File: config.mk
export PLATFORM = sky130hd
export DESIGN_NAME = mem_wb_stage
export DESIGN_NICKNAME = d
export VERILOG_FILES = /design/src/rtl/mem_wb_stage.sv
export SDC_FILE = /design/constraint.sdc
export NUM_CORES = 1
export LEC_CHECK = 0
export CAP_MARGIN = 10
export CORE_MARGIN = 2
export CORE_UTILIZATION = 48
export CTS_CLUSTER_DIAMETER = 120
export DETAILED_ROUTE_END_ITERATION = 10
export GPL_ROUTABILITY_DRIVEN = 0
export HOLD_SLACK_MARGIN = 0.06
export PLACE_DENSITY_LB_ADDON = 0.25
export SKIP_LAST_GASP = 1
export SYNTH_ARGS = -nofsm -noshare
export SYNTH_HDL_FRONTEND = slang
export SYNTH_SLANG_ARGS = --single-unit
File: constraint.sdc
create_clock -name clk -period 4.9 [get_ports clk]
set_input_delay 0.49 -clock clk [delete_from_list [all_inputs] [get_ports clk]]
set_output_delay 0.49 -clock clk [all_outputs]
set_load 0.1 [all_outputs]
File: src/rtl/mem_wb_stage.sv
`timescale 1ns/1ps
// mem_wb_stage
//   MEM->WB pipeline stage. The writeback value is formed from the incoming
//   MEM-stage entry and then stored. This covers load-field extraction with
//   sign/zero extension, or the ALU result. The head entry is presented to
//   the register file through a valid/ready handshake. An optional skid
//   register lets MEM keep issuing for one cycle while WB stalls.
// Ports
//   clk, reset      rising-edge clock, asynchronous active-high reset
//   flush           synchronous flush: clears every held entry at the next edge
//   in_valid/ready  MEM-side handshake
//   mem_rdata       XLEN-aligned read word; addr_lo selects the byte offset
//   alu_result      ALU result, written back when mem_to_reg_in=0
//   load_size       0=byte 1=half 2=word 3=double; load_unsigned picks zero-extend
//   reg_write_in    entry writes rd_in (suppressed for rd_in==0)
//   out_valid/ready WB-side handshake
//   wb_data/rd/en   head entry toward the register file
//   fwd_*           forwarding tap to EX, identical to wb_data/wb_rd/wb_en
//   occupancy       number of entries held (0..2)
module mem_wb_stage #(
  parameter int XLEN   = 64,
  parameter int REG_AW = 5,
  parameter int SKID   = 1,
  localparam int OFF_W = $clog2(XLEN/8)
) (
  input  logic              clk,
  input  logic              reset,
  input  logic              flush,
  input  logic              in_valid,
  output logic              in_ready,
  input  logic [XLEN-1:0]   mem_rdata,
  input  logic [XLEN-1:0]   alu_result,
  input  logic [OFF_W-1:0]  addr_lo,
  input  logic [1:0]        load_size,
  input  logic              load_unsigned,
  input  logic              mem_to_reg_in,
  input  logic              reg_write_in,
  input  logic [REG_AW-1:0] rd_in,
  output logic              out_valid,
  input  logic              out_ready,
  output logic [XLEN-1:0]   wb_data,
  output logic [REG_AW-1:0] wb_rd,
  output logic              wb_en,
  output logic              fwd_valid,
  output logic [REG_AW-1:0] fwd_rd,
  output logic [XLEN-1:0]   fwd_data,
  output logic [1:0]        occupancy
);

  // ---------------- writeback value, computed before capture ----------------
  logic [XLEN-1:0] shifted;
  logic [63:0]     sh64;
  logic [63:0]     ext64;
  logic [1:0]      eff_size;
  logic [XLEN-1:0] wb_value;
  logic            in_we;

  // Extension is done in a 64-bit domain so one description serves both
  // XLEN=32 and XLEN=64; the result is truncated back to XLEN. Bytes shifted
  // in from above the read word are zero.
  always_comb begin
    shifted  = mem_rdata >> {addr_lo, 3'b000};
    sh64     = 64'(shifted);
    eff_size = (XLEN == 32 && load_size == 2'd3) ? 2'd2 : load_size;
    case (eff_size)
      2'd0:    ext64 = load_unsigned ? {56'd0, sh64[7:0]}  : {{56{sh64[7]}},  sh64[7:0]};
      2'd1:    ext64 = load_unsigned ? {48'd0, sh64[15:0]} : {{48{sh64[15]}}, sh64[15:0]};
      2'd2:    ext64 = load_unsigned ? {32'd0, sh64[31:0]} : {{32{sh64[31]}}, sh64[31:0]};
      default: ext64 = sh64;
    endcase
    wb_value = mem_to_reg_in ? XLEN'(ext64) : alu_result;
  end

  // A write to x0 is dropped at capture so wb_en can never fire for rd 0.
  assign in_we = reg_write_in & (rd_in != '0);

  // ---------------- head register (drives every output) ----------------
  logic              head_valid_reg;
  logic [XLEN-1:0]   head_data_reg;
  logic [REG_AW-1:0] head_rd_reg;
  logic              head_we_reg;
  logic              accept;
  logic              deliver;

  assign accept  = in_valid & in_ready;
  assign deliver = head_valid_reg & out_ready;

  generate
    if (SKID != 0) begin : g_skid
      logic              skid_valid_reg;
      logic [XLEN-1:0]   skid_data_reg;
      logic [REG_AW-1:0] skid_rd_reg;
      logic              skid_we_reg;

      // Ready depends only on a flop, so the MEM side sees no combinational
      // path from out_ready.
      assign in_ready  = ~skid_valid_reg;
      assign occupancy = {1'b0, head_valid_reg} + {1'b0, skid_valid_reg};

      // The skid slot is only ever full while the head is full, and in_ready
      // is low whenever it is full, so a delivery that refills from skid
      // never coincides with an accept.
      always_ff @(posedge clk or posedge reset) begin
        if (reset) begin
          head_valid_reg <= 1'b0;
          head_data_reg  <= '0;
          head_rd_reg    <= '0;
          head_we_reg    <= 1'b0;
          skid_valid_reg <= 1'b0;
          skid_data_reg  <= '0;
          skid_rd_reg    <= '0;
          skid_we_reg    <= 1'b0;
        end else if (flush) begin
          head_valid_reg <= 1'b0;
          skid_valid_reg <= 1'b0;
        end else if (deliver) begin
          if (skid_valid_reg) begin
            head_data_reg  <= skid_data_reg;
            head_rd_reg    <= skid_rd_reg;
            head_we_reg    <= skid_we_reg;
            skid_valid_reg <= 1'b0;
          end else if (accept) begin
            head_data_reg  <= wb_value;
            head_rd_reg    <= rd_in;
            head_we_reg    <= in_we;
          end else begin
            head_valid_reg <= 1'b0;
          end
        end else if (accept) begin
          if (head_valid_reg) begin
            skid_valid_reg <= 1'b1;
            skid_data_reg  <= wb_value;
            skid_rd_reg    <= rd_in;
            skid_we_reg    <= in_we;
          end else begin
            head_valid_reg <= 1'b1;
            head_data_reg  <= wb_value;
            head_rd_reg    <= rd_in;
            head_we_reg    <= in_we;
          end
        end
      end
    end else begin : g_single
      assign in_ready  = ~head_valid_reg | out_ready;
      assign occupancy = {1'b0, head_valid_reg};

      always_ff @(posedge clk or posedge reset) begin
        if (reset) begin
          head_valid_reg <= 1'b0;
          head_data_reg  <= '0;
          head_rd_reg    <= '0;
          head_we_reg    <= 1'b0;
        end else if (flush) begin
          head_valid_reg <= 1'b0;
        end else if (accept) begin
          head_valid_reg <= 1'b1;
          head_data_reg  <= wb_value;
          head_rd_reg    <= rd_in;
          head_we_reg    <= in_we;
        end else if (deliver) begin
          head_valid_reg <= 1'b0;
        end
      end
    end
  endgenerate

  assign out_valid = head_valid_reg;
  assign wb_data   = head_data_reg;
  assign wb_rd     = head_rd_reg;
  assign wb_en     = head_valid_reg & head_we_reg;
  assign fwd_valid = wb_en;
  assign fwd_rd    = head_rd_reg;
  assign fwd_data  = head_data_reg;

endmodule

; ---- Word-level counts from Yosys, hierarchy flattened
; Index checks and enable logic that the tools add are counted.
[totals]
inputBits = 146
out_inout_bits = 144
reg_bits = 142
wordCells = 61
[op_classes]
muxes = 29
shifts = 1
n_addsub = 1
reduce_logical = 10
n_bitwise = 7
eq_ne = 5
[op_table]
columns = op, count
row1 = 64-bit two-way mux, 9
row2 = 64-bit case mux with 3 select lines, 1
row3 = 64-bit by 6-bit right shift with 64-bit output, 1
row4 = 5-bit two-way mux, 5
row5 = 1-bit two-way mux, 14
row6 = 4-bit AND reduction, 2
row7 = 3-bit != test (second input constant), 2
row8 = 3-bit nonzero test, 2
row9 = 5-bit nonzero test, 1
row10 = 1-bit bitwise AND, 4
row11 = 2-bit nonzero test, 2
row12 = 1-bit inverter, 3
row13 = 3-bit AND reduction, 1
row14 = 1-bit by 1-bit adder with 2-bit output, 1
row15 = 2-bit by 1-bit == test with 1-bit output (second input constant), 1
row16 = 2-bit == test (second input constant), 1
row17 = 2-bit logical NOT, 1
row18 = 2-bit by 1-bit != test with 1-bit output (second input constant), 1
row19 = 2-bit AND reduction, 1

; ---- Logic depth before layout (Yosys ltp)
; Gate-level depths: netlist of run 1.
[depth]
word_depth = 7
depth_mapped = 10
ltp_nobuf = 5

; ---- Worst setup path before layout of run 1
; No wires, ideal clock.
[synth_path]
path_kind = reg-to-output
startpoint = reg head_valid_reg (netlist: out_valid)
endpoint = out wb_en
path_buffers = 2
slack_ns = 1.965
stages_incl_launch_ff = 4
t_required_ns = 4.410
t_arrival_ns = 2.445
path_cell_list = dfrtp_1 > clkbuf_1 > and2_1 > buf_4
[synth_between]
elab_chain_cells = 1
[synth_rtl]
columns = item, line_no
row1 = "start, declared", 78  ; logic head_valid_reg;
row2 = "start signal, assigned", 105  ; head_valid_reg <= 1'b0;
row3 = "start signal, assigned", 114  ; head_valid_reg <= 1'b0;
row4 = "start signal, assigned", 127  ; head_valid_reg <= 1'b0;
row5 = 1-bit bitwise AND, 170  ; assign wb_en = head_valid_reg & head_we_reg;
row6 = "end, declared", 43  ; output logic wb_en,
; No other way between the ends.

; ---- Final worst setup path of run 1
[layout_path]
startpoint = in addr_lo[2]
endpoint = reg g_skid.skid_data_reg[50]
[layout_between]
elab_chain_cells = 4
word_cells_on_any_way = 6
cone_classes = 1 x shift / 5 x mux
[layout_rtl]
columns = item, line_no
row1 = "start, declared", 33  ; input logic [OFF_W-1:0] addr_lo,
row2 = 64-bit by 6-bit right shift with 64-bit output *, 62  ; shifted = mem_rdata >> {addr_lo, 3'b000};
row3 = "64-bit two-way mux, on equally long branches", "68, 66, 67"
row4 = 64-bit case mux with 3 select lines *, 65  ; case (eff_size)
row5 = 64-bit two-way mux *, 71  ; wb_value = mem_to_reg_in ? XLEN'(ext64) : alu_result;
row6 = "end signal, assigned", 132  ; skid_data_reg <= wb_value;
row7 = "end, declared", 91  ; logic [XLEN-1:0] skid_data_reg;
; Mark *: on every way between the ends. The rest lies on a longest branch, timed or not.
; A chain may end at the register's enable or synchronous reset.

==> out/qor.yml, run 1 <==
floorplan:
  start_util_pct: 49.14
  fp.dieW_um: 142.8
  rows: 50
  coreArea_sq_um: 18830
  die_height_um: 142.8
  die_area_sq_um: 20400
  io_pins: 290
timing:
  max_clock_freq_ghz: 0.3298
  setup-violations-final: 0
  post-route-period-util_pct: 61.88
  final_hold_viol_count: 0
  maxSlewHeadroom_pct: 20.89
  worst_slew_pin_slew_ns: 1.182
  fin_skew_ns: 0.007172
  rsz0062_at_grt: "false"
  fin_crit_ns: 3.032
  tns_ns: 0
  slew_viol_final: 0
clock_network:
  root_buffer: "clkbuf_16"
  cts_buffers: 17
  clkTransAtPathRegs_ns: 0.06
  post_cts_buffers: 0
  htreeDepth: 4
  cts_hold_repair.buffers: 0
  clockBufferDepth: 2
  post_cts_resized: 0
  clkLatencyLatePin_ns: 0.42
  cts.sinks: 142
  cts_tree: "done"
logic_synthesis:
  synthFlopType: "dfrtp_1"
  synthDistinctLibCells: 51
  synth-seq-area-share_pct: 38.40
  avgSynthCellArea_sq_um: 8.880
  postSynthCellCount: 1042
  syn-num-nets: 1189
  syn_area_sq_um: 9253
  synth_warnings: 0
  postSynth.asyncResetShare_pct: 100.0
  ys_seq_elements: 142
  synth-edff-count: 0
pwr:
  p_sw_mw: 3.277
  p_clk_share_pct: 19.9
  irDropWorstVdd_v: 0.0003350
  total_power_mw: 6.253
  p_leak_nw: 5.175
  power_frac_comb_pct: 53.6
  sw_frac_of_total_pct: 52.41
  p_seq_share_pct: 26.5
  power_density_nw_per_um2: 510.9
  internal-power_mw: 2.976
setup_path:
  arrival_ns: 3.34
  worst_r2r_endpoint: "fwd_data[63]$_DFFE_PP0P_"
  endpoint: "g_skid.skid_data_reg[50]$_DFFE_PP0P_"
  end_kind: "flop"
  rrSetupSlack_ns: 2.32
  path_max_fanout: 35
  start_kind: "input port"
  path_class: "input port to flop"
  timing.rr.start: "out_valid$_DFFE_PP0P_"
  reg2reg_depth: 4
  cp-startpoint: "addr_lo[2]"
  critPathRequiredTime_ns: 5.21
grt:
  grt_use_met3_pct: 7.311
  grtUsageTotal_pct: 30.75
  grt.overflow.total: 0
  grt_max_degree: 81
  grt_pass1_vias: 8534
  grt_pass1_wl_um: 48030
  grtUsageMet2_pct: 49.39
  grt_busiest_layer: "met2"
  antenna_found_initial: 2
  met1_usage_pct: 40.57
detailed_routing:
  dr.pass1.iters: 6
  drt-total-wl_um: 31640
  via_per_inst: 6.070
  drc: 0
  drt_iter0_markers: 894
  ant_nets: 0
  wire_per_inst_um: 21.42
  num_vias: 8966
layout:
  area_growth_pct: 32.28
  nets: 1348
  drive_above_1_share_pct: 8.320
  final_cell_count_no_fill: 1477
job:
  drv_cap: 0
placement:
  dpl.cell_count: 1442
  place.port_buffers: 289
  dp.final_hpwl_um: 22350
hold_path:
  hp-class: "flop to flop"
run_status:
  status: "complete, no violations"
-- final cells by class --
type	instances	area [sq um]
Timing Repair Buffer	305	2995
Inverter	8	35.03
Multi-Input combinational cell	727	4762
Fill cell	1567	6591
Clock buffer	19	442.9
Tap cell	260	325.3
Clock inverter	13	117.6
Sequential cell	142	3553
Antenna cell	3	7.507
-- logic make-up (layout without fill, tap and decap cells) --
logic type / Yosys count / after routing / synth area share, %
compound gates: 318 / 318 / 22.77
fa+ha+maj: 1 / 1 / 0.1352
buf+inv: 173 / 345 / 10.66
flops: 142 / 142 / 38.40
mux: 75 / 75 / 10.44
other cells: 0 / 3 / 0
simple gates: 333 / 333 / 17.59
-- synthesized netlist by cell type, types with 8 or more instances --
cell,number,area [sq um]
a21o_1,9,67.56
clkbuf_1,58,217.7
and3_1,56,350.3
nor2b_1,10,62.56
dfrtp_1,142,3553
mux2i_1,47,470.5
or2_2,9,56.30
a21oi_1,87,435.4
nand2b_1,9,56.30
nor2_1,84,315.3
nor4_1,18,112.6
mux4_2,16,360.4
a22oi_1,10,75.07
mux2_2,12,135.1
nand3b_1,8,60.06
o22ai_1,13,81.33
o21ai_0,42,210.2
buf_2,29,145.1
nand2_1,120,450.4
a2bb2oi_1,11,96.34
o41ai_1,9,78.83
buf_4,72,540.5
a211oi_1,18,135.1
o31ai_1,80,600.6
-- metrics by stage --
step	worst slack [ns]	instance area [sq um]	utilization [%]	hold slack, ns
2_1_floorplan	0.6004	9253	-	0.4403
3_5_place_dp	1.514	11670	61.98	0.4575
5_1_grt	1.674	12240	64.98	0.4918
4_1_cts	1.935	12230	64.96	0.4704
3_3_place_gp	1.649	11670	61.98	0.4503
6_report	1.868	12240	65.00	0.4646
-- worst max-delay path: stages --
cell and delay [ns]:
buf_2 0.57, buf_4 0.39, nand2b_1 0.44, o21ai_0 0.23, nor4_2 0.26, buf_4 0.41, nor4_1 0.15, o31ai_1 0.37
-- power groups by stage --
| stage | Sequential (mW) | Clock (mW) | Combinational, mW |
|---|---|---|---|
| floorplan | 2.59 | 0 | 1.75 |
| CTS | 1.66 | 1.25 | 3.36 |
| detailed placement | 1.68 | 0 | 3.35 |
| finish | 1.66 | 1.24 | 3.35 |
| global route | 1.69 | 1.30 | 3.48 |
| global placement | 1.66 | 0 | 3.32 |
-- worst min-delay path by stage --
stage	startpoint	to	slack, ns	depth (start not counted)
final	g_skid.skid_data_reg[51]$_DFFE_PP0P_	g_skid.skid_data_reg[51]$_DFFE_PP0P_	0.46	2
after global routing	g_skid.skid_data_reg[21]$_DFFE_PP0P_	g_skid.skid_data_reg[21]$_DFFE_PP0P_	0.49	2
after CTS	g_skid.skid_data_reg[51]$_DFFE_PP0P_	g_skid.skid_data_reg[51]$_DFFE_PP0P_	0.47	2
after detailed placement	g_skid.skid_data_reg[29]$_DFFE_PP0P_	g_skid.skid_data_reg[29]$_DFFE_PP0P_	0.46	2
after global placement	g_skid.skid_data_reg[24]$_DFFE_PP0P_	g_skid.skid_data_reg[24]$_DFFE_PP0P_	0.45	2
after floorplan	g_skid.skid_data_reg[16]$_DFFE_PP0P_	g_skid.skid_data_reg[16]$_DFFE_PP0P_	0.44	2
-- layer usage --
metal	wire length (um)	share of wire, %
met1	12560	40
met2	15010	47
met3	3185	10
met4	887	2.8
met5	0	0
-- cell usage in the layout (no fill, tap or decap), types with 5 or more instances in the layout --
cell type	instances
o22ai_1	13
nand2b_1	9
and3_1	55
mux2i_1	47
nand3b_1	8
o41ai_1	9
a2bb2oi_1	11
nor2b_1	10
nand2_1	119
clkbuf_16	17
buf_4	17
a22oi_1	10
a31oi_1	7
o2bb2ai_1	5
inv_1	6
a21oi_1	87
dfrtp_1	142
o21ai_0	42
mux2_2	12
a211oi_1	17
o31ai_1	80
clkdlybuf4s50_1	285
clkinvlp_4	5
mux4_2	16
a32o_1	5
a221oi_1	7
nor4b_2	5
a21o_1	9
or2_2	9
nor4_1	17
nor2_1	83
Note: power is estimated with default switching activity, not from simulation.
==> inputs of run 2 (changes only) <==
- CORE_UTILIZATION: 48 -> 43
- clock period: 4.9 -> 2.51 ns (I/O delays scaled with it)
==> out/qor.yml, run 2 (synthesis results as in run 1) <==
setup_path:
  reg2reg_depth: 5
  start_kind: "input port"
  arrival_ns: 2.55
  path_class: "input port to flop"
  path_cells: "clkdlybuf4s50_1 > mux4_2 > nand2b_1 > and3_2 > buf_12 > nor4_1 > o31ai_1"
  path_max_fanout: 9
  slowest_delay_ns: 0.57
  cp_top_family: "simple AND/OR/NAND/NOR gates"
  end_kind: "flop"
  path_buf_inv: 2
  worst_r2r_endpoint: "fwd_data[32]$_DFFE_PP0P_"
  timing.rr.start: "out_valid$_DFFE_PP0P_"
  rrSetupSlack_ns: 0.47
  slowest_stage: "nor4_1"
  critPathRequiredTime_ns: 2.80
floorplan:
  start_util_pct: 43.88
  coreArea_sq_um: 21090
  die_height_um: 150.7
  rows: 53
  fp.dieW_um: 150.7
  io_pins: 290
  die_area_sq_um: 22710
detailed_routing:
  via_per_inst: 5.872
  wire_per_inst_um: 20.98
  drc: 0
  drt-total-wl_um: 32250
  dr.pass1.iters: 5
  ant_nets: 0
  num_vias: 9025
  drt_iter0_markers: 755
timing:
  slew_viol_final: 0
  setup-violations-final: 0
  fin_crit_ns: 2.258
  fin_ws_ns: 0.2524
  tns_ns: 0
  max_clock_freq_ghz: 0.4429
  maxSlewHeadroom_pct: 45.02
  final_hold_viol_count: 0
  fin_skew_ns: 0.007112
  fin_worst_hold_slack_ns: 0.3138
  post-route-period-util_pct: 89.94
  worst_slew_pin_slew_ns: 0.8192
  rsz0062_at_grt: "false"
layout:
  final_cell_count_no_fill: 1537
  drive_above_1_share_pct: 22.89
  layout_commonest_cell: "buf_4"
  layout_common_cells: "buf_4 (195), dfrtp_1 (142), clkdlybuf4s50_1 (141)"
  area_growth_pct: 34.17
  nets: 1392
clock_network:
  clockBufferDepth: 2
  cts_hold_repair.buffers: 0
  cts_buffers: 17
  clkTransAtPathRegs_ns: 0.06
  clkLatencyLatePin_ns: 0.43
  root_buffer: "clkbuf_16"
  post_cts_resized: 0
  cts_tree: "done"
  cts.sinks: 142
  htreeDepth: 4
  post_cts_buffers: 0
run_status:
  status: "complete, no violations"
grt:
  grt.overflow.total: 0
  grt_pass1_wl_um: 48510
  grt_max_degree: 82
  grtUsageTotal_pct: 28.23
  grt_pass1_vias: 8608
  antenna_found_initial: 4
placement:
  dp.final_hpwl_um: 23300
  dpl.cell_count: 1501
  pre_cts_ws_ns: -0.1760
  place.port_buffers: 289
pwr:
  p_clk_share_pct: 21.7
  internal-power_mw: 5.973
  sw_frac_of_total_pct: 51.67
  p_leak_nw: 5.639
  total_power_mw: 12.36
  p_sw_mw: 6.385
  power_density_nw_per_um2: 995.4
  p_seq_share_pct: 26.2
  power_frac_comb_pct: 52.1
  irDropWorstVdd_v: 0.0006263
hold_path:
  hp-class: "input port to async pin"
job:
  drv_cap: 0
## run 2: cell types whose count changed in the layout (fill, tap and decap cells not counted), moves of 2 or more
cell,previous run,this run
clkbuf_8,1,4
buf_12,0,10
bufinv_16,1,3
buf_4,17,195
clkbuf_1,1,3
clkinv_2,3,1
clkdlybuf4s50_1,285,141
clkinv_4,3,0
clkinvlp_4,5,3
## run 2: area by class of cell
type | count | area, sq um
inverter | 8 | 33.78
sequential | 142 | 3553
antenna | 4 | 10.01
fill | 1860 | 8673
timing repair buffer | 349 | 3090
clock buffer | 24 | 491.7
multi-input combinational | 727 | 4763
clock inverter | 8 | 127.6
tap | 275 | 344.1
## run 2: worst max path at each step
stage                          startpoint                  endpoint  slack (ns)  cells after the start
floorplan           out_valid$_DFFE_PP0P_  fwd_data[21]$_DFFE_PP0P_      0.0006                      7
global placement            mem_rdata[63]  fwd_data[51]$_DFFE_PP0P_       -0.21                      7
detailed placement          mem_rdata[63]  fwd_data[51]$_DFFE_PP0P_       -0.18                      7
CTS                         mem_rdata[63]  fwd_data[51]$_DFFE_PP0P_        0.26                      7
global route                mem_rdata[15]  fwd_data[51]$_DFFE_PP0P_        0.20                      8
finish                      mem_rdata[63]  fwd_data[51]$_DFFE_PP0P_        0.25                      7
## run 2: through the flow
stage	cell area (sq um)	utilization, %
detailed placement	11790	55.89
finish	12410	58.87
global route	12410	58.87
CTS	12400	58.82
global placement	11790	55.89
floorplan	9258	-
## run 2: metal layers
metal  track usage, %  share of wire [%]
met1            37.94                 41
met2            42.86                 46
met3            6.939                8.8
met4            13.32                3.5
met5                0                  0
## run 2: power by group through the flow
stage          clock (mW)  sequential, mW  combinational, mW
2_1_floorplan           0            5.06               3.42
3_3_place_gp            0            3.26               6.40
3_5_place_dp            0            3.28               6.44
4_1_cts              2.70            3.25               6.45
5_1_grt              2.80            3.32               6.68
6_report             2.68            3.24               6.44
## run 2: tightest hold or removal path: cells and delay by family
kind | cells | cell delay (ns)
buffers and inverters | 3 | 0.89
==> inputs of run 3 (changes only) <==
- ABC_AREA: not set -> 1
- CORE_UTILIZATION: 43 -> 49
- clock period: 2.51 -> 2.3 ns (I/O delays scaled with it)
==> out/qor.yml, run 3 <==
timing:
  fin_crit_ns: 1.879
  final_hold_viol_count: 0
  maxSlewHeadroom_pct: 59.05
  fin_skew_ns: 0.008162
  setup-violations-final: 0
  worst_slew_pin_slew_ns: 0.6143
  rsz0062_at_grt: "false"
  tns_ns: 0
  slew_viol_final: 0
  post-route-period-util_pct: 81.70
  max_clock_freq_ghz: 0.5322
setup_path:
  path_class: "input port to flop"
  critPathRequiredTime_ns: 2.63
  start_kind: "input port"
  worst_r2r_endpoint: "fwd_data[21]$_DFFE_PP0P_"
  slowest_stage: "clkdlybuf4s50_1"
  cpMostUsedCell: "nand2_1"
  timing.rr.start: "out_valid$_DFFE_PP0P_"
  path_cells: "clkdlybuf4s50_1 > buf_4 > nand3_1 > nand3_1 > nand2_1 > nand2_2 > nand2_2 > o21ai_0 > nand2_1 > nand2_1 > nand2_1"
  slowest_delay_ns: 0.54
  arrival_ns: 2.20
  reg2reg_depth: 9
  path_max_fanout: 16
  rrSetupSlack_ns: 0.58
  end_kind: "flop"
detailed_routing:
  dr.pass1.iters: 7
  drt-total-wl_um: 30840
  drc: 0
  via_per_inst: 5.351
  ant_nets: 0
  wire_per_inst_um: 15.66
  drt_iter0_markers: 1148
  num_vias: 10540
pwr:
  p_clk_share_pct: 19.6
  p_sw_mw: 8.110
  p_leak_nw: 6.765
  sw_frac_of_total_pct: 54.54
  power_frac_comb_pct: 54.9
  power_density_nw_per_um2: 1171
  irDropWorstVdd_v: 0.0007163
  internal-power_mw: 6.759
  p_seq_share_pct: 25.6
logic_synthesis:
  synth_top_cell_area_share_pct: 36.33
  postSynthCellCount: 1518
  syn_area_sq_um: 9782
  synth_warnings: 0
  yosysMostFrequentCell: "nand2_1"
  synth_top_area_cell: "dfrtp_1"
  synth.area.top_cells: "dfrtp_1 (36%), nand2_1 (23%), nor2_1 (6.3%)"
  ys_seq_elements: 142
  synthDistinctLibCells: 26
  postSynth.asyncResetShare_pct: 100.0
  avgSynthCellArea_sq_um: 6.444
  synth_common_cells: "nand2_1 (604), nor2_1 (163), dfrtp_1 (142), nand3_1 (114), buf_4 (74)"
  synth-seq-area-share_pct: 36.33
  synthFlopType: "dfrtp_1"
  syn-num-nets: 1665
  synth-edff-count: 0
grt:
  grtUsageMet2_pct: 46.23
  met1_usage_pct: 39.83
  grt_max_degree: 109
  grt.overflow.total: 0
  grtUsageTotal_pct: 29.13
  antenna_found_initial: 3
  grt_use_met3_pct: 6.447
  grt_pass1_vias: 9635
  grt_busiest_layer: "met2"
  grt_pass1_wl_um: 49880
layout:
  finish.utilization_pct: 65.05
  final_cell_count_no_fill: 1970
  layout_common_cells: "nand2_1 (604), buf_4 (170), nor2_1 (163)"
  drive_above_1_share_pct: 16.86
  nets: 1837
  layout_commonest_cell: "nand2_1"
  area_growth_pct: 29.85
placement:
  place.port_buffers: 289
  dpl.cell_count: 1936
  dp.final_hpwl_um: 22390
clock_network:
  clockBufferDepth: 2
  root_buffer: "clkbuf_16"
  post_cts_buffers: 0
  cts.sinks: 142
  cts_hold_repair.buffers: 0
  cts_buffers: 17
  clkTransAtPathRegs_ns: 0.06
  post_cts_resized: 0
  clkLatencyLatePin_ns: 0.44
  htreeDepth: 4
  cts_tree: "done"
job:
  drv_cap: 0
floorplan:
  rows: 51
  start_util_pct: 50.10
  die_height_um: 145.3
  fp.dieW_um: 145.3
  coreArea_sq_um: 19530
  io_pins: 290
  die_area_sq_um: 21110
run_status:
  status: "complete, no violations"
hold_path:
  hp-class: "input port to async pin"
-- run 3: cell count changes in the layout (fill, tap and decap cells not counted), moves of 25 or more --
| cell | before | now |
|---|---|---|
| inv_1 | 6 | 39 |
| and3_1 | 55 | 0 |
| nor2_1 | 83 | 163 |
| nand4_1 | 1 | 32 |
| or2_2 | 9 | 40 |
| o31ai_1 | 80 | 0 |
| nand2_1 | 119 | 604 |
| mux2i_1 | 47 | 0 |
| a21oi_1 | 87 | 41 |
| nand3_1 | 2 | 114 |
| o21ai_1 | 2 | 61 |
| buf_4 | 195 | 170 |
-- run 3: logic make-up (layout without fill, tap and decap cells) --
| group | count (synthesis) | after routing | share of synthesized area, % |
|---|---|---|---|
| other | 0 | 3 | 0 |
| adder cells (fa/ha/maj) | 1 | 1 | 0.1279 |
| flip-flops | 142 | 142 | 36.33 |
| buffers and inverters | 229 | 413 | 12.48 |
| AO/OA/AOI/OAI | 188 | 188 | 10.69 |
| AND/OR/NAND/NOR | 958 | 958 | 40.37 |
-- run 3: area by class of cell --
type / count / area, sq um
clock inverters: 12 / 160.2
diodes: 3 / 7.507
inverters: 55 / 215.2
multi-input cells: 1147 / 5007
well taps: 265 / 331.6
repair buffers: 327 / 2973
clock buffers: 19 / 452.9
fillers: 1766 / 6824
flip-flops and latches: 142 / 3555
-- run 3: power groups by stage --
stage / logic, mW / clock network [mW] / registers, mW
final: 8.16 / 2.91 / 3.80
after global routing: 8.49 / 3.03 / 3.91
after CTS: 8.17 / 2.94 / 3.80
after detailed placement: 8.15 / 0 / 3.84
after global placement: 8.07 / 0 / 3.80
after floorplan: 4.43 / 0 / 6.14
-- run 3: worst max-delay path by stage --
stage	start	to	slack, ns	cells after the start
after floorplan	g_skid.skid_valid_reg$_DFFE_PP0P_	fwd_data[16]$_DFFE_PP0P_	0.11	8
after global placement	addr_lo[1]	fwd_data[30]$_DFFE_PP0P_	0.06	11
after detailed placement	addr_lo[1]	fwd_data[23]$_DFFE_PP0P_	0.0005	11
after CTS	addr_lo[1]	fwd_data[23]$_DFFE_PP0P_	0.46	11
after global routing	addr_lo[1]	fwd_data[23]$_DFFE_PP0P_	0.31	11
final	addr_lo[1]	fwd_data[23]$_DFFE_PP0P_	0.42	11
-- run 3: layer usage --
layer	part of all wire [%]	up-vias	wire [um]
met3	9.3	57	2861
li1	-	5123	-
met2	46	544	14290
met5	0	-	0
met4	2.6	0	788
met1	42	4818	12900
-- run 3: per-stage QoR --
step	cell area, sq um	setup slack [ns]	power (mW)	hold WS (ns)
final	12700	0.4210	14.87	0.2951
after global routing	12700	0.3109	15.43	0.3374
after CTS	12690	0.4588	14.91	0.3094
after detailed placement	12080	0.0005058	11.99	0.4608
after global placement	12080	0.06294	11.87	0.4572
after floorplan	9787	0.1131	10.57	0.3466
-- run 3: critical path: cells and delay by family --
kind / cells / cell delay, ns
AOI/OAI and AO/OA: 1 / 0.33
and+or+nand+nor: 8 / 0.90
buffers and inverters: 2 / 0.73
